## src/rtl/stab_offset_search.sv

```systemverilog
// stab_offset_search
// Raster sweep of (x, y) candidate offsets through the XOR correlator core.
// Each candidate is issued with a one-cycle core_go. The controller waits
// (with a per-candidate timeout) for core_done and keeps the minimum
// corr_sum. On ties, the first candidate in raster order is retained.
module stab_offset_search #(
    parameter int OFFSET_W   = 5,
    parameter int X_MAX      = 31,
    parameter int Y_MAX      = 31,
    parameter int SUM_W      = 16,
    parameter int TIMEOUT    = 4095,
    parameter int EARLY_EXIT = 1
) (
    input  logic                clk,
    input  logic                reset,
    input  logic                start,
    input  logic                frame_sel,
    output logic                busy,
    output logic                done,
    output logic                timeout_err,
    output logic [OFFSET_W-1:0] best_x,
    output logic [OFFSET_W-1:0] best_y,
    output logic [SUM_W-1:0]    best_sum,
    output logic                core_go,
    output logic [OFFSET_W-1:0] core_x_offset,
    output logic [OFFSET_W-1:0] core_y_offset,
    output logic                core_frame_sel,
    input  logic [SUM_W-1:0]    core_corr_sum,
    input  logic                core_done
);

    localparam logic [2:0] S_IDLE   = 3'd0;
    localparam logic [2:0] S_ISSUE  = 3'd1;
    localparam logic [2:0] S_WAIT   = 3'd2;
    localparam logic [2:0] S_NEXT   = 3'd3;
    localparam logic [2:0] S_FINISH = 3'd4;

    localparam int CNT_W = $clog2(TIMEOUT + 1);

    localparam logic [OFFSET_W-1:0] X_LAST  = OFFSET_W'(X_MAX);
    localparam logic [OFFSET_W-1:0] Y_LAST  = OFFSET_W'(Y_MAX);
    localparam logic [CNT_W-1:0]    CNT_END = CNT_W'(TIMEOUT - 1);

    logic [2:0]       state;
    logic [CNT_W-1:0] wait_cnt;
    logic             first;
    logic             zero_hit;
    logic             last_cand;

    assign last_cand = (core_x_offset == X_LAST) && (core_y_offset == Y_LAST);

    // Status and handshake strobes are decoded from state, so an async reset drops them at once
    assign busy    = (state != S_IDLE);
    assign done    = (state == S_FINISH);
    assign core_go = (state == S_ISSUE);

    // Sweep sequencer, candidate counters, best-candidate tracking and timeout supervision
    always_ff @(posedge clk or posedge reset) begin
        if (reset) begin
            state          <= S_IDLE;
            wait_cnt       <= '0;
            first          <= 1'b0;
            zero_hit       <= 1'b0;
            timeout_err    <= 1'b0;
            best_x         <= '0;
            best_y         <= '0;
            best_sum       <= '0;
            core_x_offset  <= '0;
            core_y_offset  <= '0;
            core_frame_sel <= 1'b0;
        end else begin
            case (state)
                S_IDLE: begin
                    if (start) begin
                        core_x_offset  <= '0;
                        core_y_offset  <= '0;
                        core_frame_sel <= frame_sel;
                        first          <= 1'b1;
                        timeout_err    <= 1'b0;
                        state          <= S_ISSUE;
                    end
                end
                S_ISSUE: begin
                    wait_cnt <= '0;
                    zero_hit <= 1'b0;
                    state    <= S_WAIT;
                end
                S_WAIT: begin
                    if (core_done) begin
                        if (first || (core_corr_sum < best_sum)) begin
                            best_sum <= core_corr_sum;
                            best_x   <= core_x_offset;
                            best_y   <= core_y_offset;
                        end
                        first    <= 1'b0;
                        zero_hit <= (core_corr_sum == '0);
                        state    <= S_NEXT;
                    end else if (wait_cnt == CNT_END) begin
                        // timed-out candidate leaves first and zero_hit untouched
                        timeout_err <= 1'b1;
                        state       <= S_NEXT;
                    end else begin
                        wait_cnt <= wait_cnt + CNT_W'(1);
                    end
                end
                S_NEXT: begin
                    if (((EARLY_EXIT != 0) && zero_hit) || last_cand) begin
                        state <= S_FINISH;
                    end else if (core_x_offset == X_LAST) begin
                        core_x_offset <= '0;
                        core_y_offset <= core_y_offset + OFFSET_W'(1);
                        state         <= S_ISSUE;
                    end else begin
                        core_x_offset <= core_x_offset + OFFSET_W'(1);
                        state         <= S_ISSUE;
                    end
                end
                S_FINISH: begin
                    state <= S_IDLE;
                end
                default: begin
                    state <= S_IDLE;
                end
            endcase
        end
    end

endmodule

```

## config.mk

```make
export PLATFORM = sky130hd
export DESIGN_NAME = stab_offset_search
export DESIGN_NICKNAME = d
export VERILOG_FILES = /design/src/rtl/stab_offset_search.sv
export SDC_FILE = /design/constraint.sdc
export NUM_CORES = 1
export LEC_CHECK = 0
export BUFFER_PORTS_ARGS = -buffer_cell sky130_fd_sc_hd__buf_2
export CORE_MARGIN = 1
export CORE_UTILIZATION = 55
export CTS_CLUSTER_DIAMETER = 120
export DETAILED_ROUTE_END_ITERATION = 8
export GPL_ROUTABILITY_DRIVEN = 0
export PLACE_DENSITY = 0.83
export SKIP_CTS_REPAIR_TIMING = 1
export SLEW_MARGIN = 0
export SYNTH_ARGS = -nofsm -noshare
export SYNTH_HDL_FRONTEND = slang
export SYNTH_SLANG_ARGS = --single-unit
```

## constraint.sdc

```tcl
create_clock -name clk -period 2.5 [get_ports clk]
set_input_delay 0.125 -clock clk [delete_from_list [all_inputs] [get_ports clk]]
set_output_delay 0.125 -clock clk [all_outputs]
set_load 0.02 [all_outputs]
```

==> metrics <==
run status=finished clean; count of buffering cells on the critical path with inverters included=3; Yosys Warn Count=0; GR Overflow Total=0; synthesized area per cell=11.20 um^2; unrepaired setup endpoints after global routing=no; remaining number of nets flagged by the antenna check after routing=0; drt wl/cell=15.36 um; largest fanout on the critical path=11; core area=5205 um^2; layout overhead on the synthesized area=19.01%; endpoint kind of the worst setup timing path=flop; Setup TNS Final=0 ps; number of H-tree levels=2; clock slew at reported path FFs=110 ps; launch point of the worst hold path=frame_sel; number of storage elements in the synthesis netlist=55; total I/O pin count=62; Iter 0 DRT Violations=100; initial core utilization=57.91%; maximum buffer depth of the clock tree=2; half-perimeter wire length after detailed placement=4595 um; maximum number of pins on one net before global-route repair=24; actual transition at the worst max-transition pin=606.1 ps; delay of the slowest cell on the worst path=390 ps; height of the die=76.03 um; Net Count, Synth=311; Arr. time, crit path=2550 ps; initial antenna violation count=0; number of antenna repair diodes=0; Main synth FF type=sky130_fd_sc_hd__dfrtp_1; number of endpoints with negative hold slack in the final report=0; count of max-cap constraint violations=0; FFs w/ async S/R, synth=100.0%; remaining max-slew budget at the tightest pin=59.22%; final core occ=68.92%; data required time of the worst path=2710 ps; net count of the finished layout=384; standard-cell row count=26; crit share post-route=93.68%; Placed Instance Area=3423 um^2; final routed DRC violation total=0; die area=5781 um^2; vias=2,322; Mapped Area=3014 um^2; Post-Place Cells=402; number of synthesized flops with an enable pin=0; post-synthesis sequential area ratio=45.66%; cell-by-cell listing of the critical path=inv_1 > ha_1 > nand4_1 > nor4_2 > a311oi_1 > a32oi_2 > buf_4 > clkbuf_16 > mux2_4; Mapped Cells=269; number of standard cells in the layout, taps in and fillers out=413; Setup Viol. Count Final=0; worst r2r src=best_sum[15]; worst setup timing slack at the placement stage=108.4 ps; floorplan die width=76.03 um; kind of cell adding the most delay to the critical path=simple AND/OR/NAND/NOR gates; min-delay worst type=primary input to flop; CTS tree=yes; GRT Resource Usage Total=22.44%; Worst setup startpoint=best_sum[15]; final period demand of the worst path=2342 ps; number of global-route vias before repair=2,242; peak supply drop=0.5534 mV; global-route wire length before repair=10,430 um; via count normalized by instance count=5.622; Root Driver=sky130_fd_sc_hd__clkbuf_8; post-detailed-routing wire length=6344 um; final instance area=3587 um^2; P per Cell Area=1065 nW/um^2; TritonCTS Sinks=55; Synth cell types=46; Pre-Repair DR Iteration Count=4; Critical Path Start Type=flop; Leak Pwr=1.826 nW; final count of pins violating max slew=0; clock buffers created by TritonCTS=5; clock latency on the worst-skew pair=320 ps; worst-path cell with the longest stage delay=sky130_fd_sc_hd__dfrtp_1; Layout Skew=12.84 ps; top achievable clock speed=427.0 MHz; class of the most critical setup path=flop to flop; share of final-layout standard cells stronger than drive strength 1=34.69%; total of buffers placed on input and output ports=61; post-route worst setup slack=157.9 ps
## path summary, 6_finish.rpt
kind	to	slack, ps	cells past startpoint
max	best_sum[4]	160	9
max in group asynchronous	core_x_offset[3]	1530	4
min reg2reg	wait_cnt[10]	480	1
min	core_frame_sel	30	2
max reg2reg	best_sum[4]	160	9
min in group asynchronous	wait_cnt[2]	350	3
## routing by layer
metal	up-vias	share of wire (%)	track usage [%]
li1	1107	-	-
met1	1142	45	29.55
met2	63	50	37.82
met3	10	4.2	3.952
met4	0	1.6	7.115
met5	-	0	0
## flip-flops by register name, indices dropped and copies added, names as in the netlist
signal / count
best_x: 5
wait_cnt: 12
first: 1
best_sum: 16
state: 3
best_y: 5
core_frame_sel: 1
core_x_offset: 5
timeout_err: 1
zero_hit: 1
core_y_offset: 5
## logic make-up after synthesis
| group | synth area share (%) |
|---|---|
| AND/OR/NAND/NOR | 16.81 |
| flip-flops | 45.66 |
| XOR/XNOR | 2.325 |
| buffers and inverters | 4.608 |
| multiplexers | 13.62 |
| adder cells (fa/ha/maj) | 8.717 |
| AO/OA/AOI/OAI | 8.261 |
## cells in the mapped netlist, types with 6 or more instances
master	instances	area, um^2
sky130_fd_sc_hd__ha_1	21	262.8
sky130_fd_sc_hd__nor3_1	9	45.04
sky130_fd_sc_hd__nor4_1	6	37.54
sky130_fd_sc_hd__nand3_1	8	40.04
sky130_fd_sc_hd__dfrtp_1	55	1376
sky130_fd_sc_hd__mux2_2	8	90.09
sky130_fd_sc_hd__nand4_1	8	50.05
sky130_fd_sc_hd__inv_1	21	78.83
sky130_fd_sc_hd__nand2_1	23	86.33
sky130_fd_sc_hd__mux2_4	20	300.3
sky130_fd_sc_hd__nor2_1	19	71.32
sky130_fd_sc_hd__o21ai_0	14	70.07
sky130_fd_sc_hd__a21oi_1	8	40.04
## worst register-to-register path, cell delays in order, from the launching register on
cell and delay, ps:
sky130_fd_sc_hd__dfrtp_1 390, sky130_fd_sc_hd__inv_1 60, sky130_fd_sc_hd__ha_1 320, sky130_fd_sc_hd__nand4_1 210, sky130_fd_sc_hd__nor4_2 350, sky130_fd_sc_hd__a311oi_1 100, sky130_fd_sc_hd__a32oi_2 160, sky130_fd_sc_hd__buf_4 170
sky130_fd_sc_hd__clkbuf_16 190, sky130_fd_sc_hd__mux2_4 310
## cells in the final DEF (no fill, tap or decap), types with 8 or more instances in the layout
cell type	instances
sky130_fd_sc_hd__ha_1	21
sky130_fd_sc_hd__dfrtp_1	55
sky130_fd_sc_hd__inv_1	20
sky130_fd_sc_hd__nor2_1	19
sky130_fd_sc_hd__mux2_2	8
sky130_fd_sc_hd__nor3_1	9
sky130_fd_sc_hd__o21ai_0	14
sky130_fd_sc_hd__buf_2	61
sky130_fd_sc_hd__a21oi_1	8
sky130_fd_sc_hd__nand4_1	8
sky130_fd_sc_hd__nand3_1	8
sky130_fd_sc_hd__mux2_4	20
sky130_fd_sc_hd__buf_4	8
sky130_fd_sc_hd__nand2_1	23
## final cells by class
cell class	instances	area, um^2
Clock inverter	3	46.29
Fill cell	403	1618
Clock buffer	5	68.82
Timing Repair Buffer	72	420.4
Multi-Input combinational cell	186	1505
Tap cell	70	87.58
Sequential cell	55	1376
Inverter	22	82.58
## metrics by stage
| stage | hold WS [ps] | total power, mW |
|---|---|---|
| 2_1_floorplan | 273.5 | 2.673 |
| 3_3_place_gp | 166.2 | 3.105 |
| 3_5_place_dp | 170.1 | 3.173 |
| 4_1_cts | -178.8 | 3.797 |
| 5_1_grt | 28.52 | 4.063 |
| 6_report | 32.93 | 3.821 |
## power by group
group	switching [mW]	internal [mW]
Sequential	0.253	1.15
Clock	0.309	0.302
Combinational	0.983	0.822
Total	1.54	2.28
No activity file was read; power rests on OpenSTA's default activity.
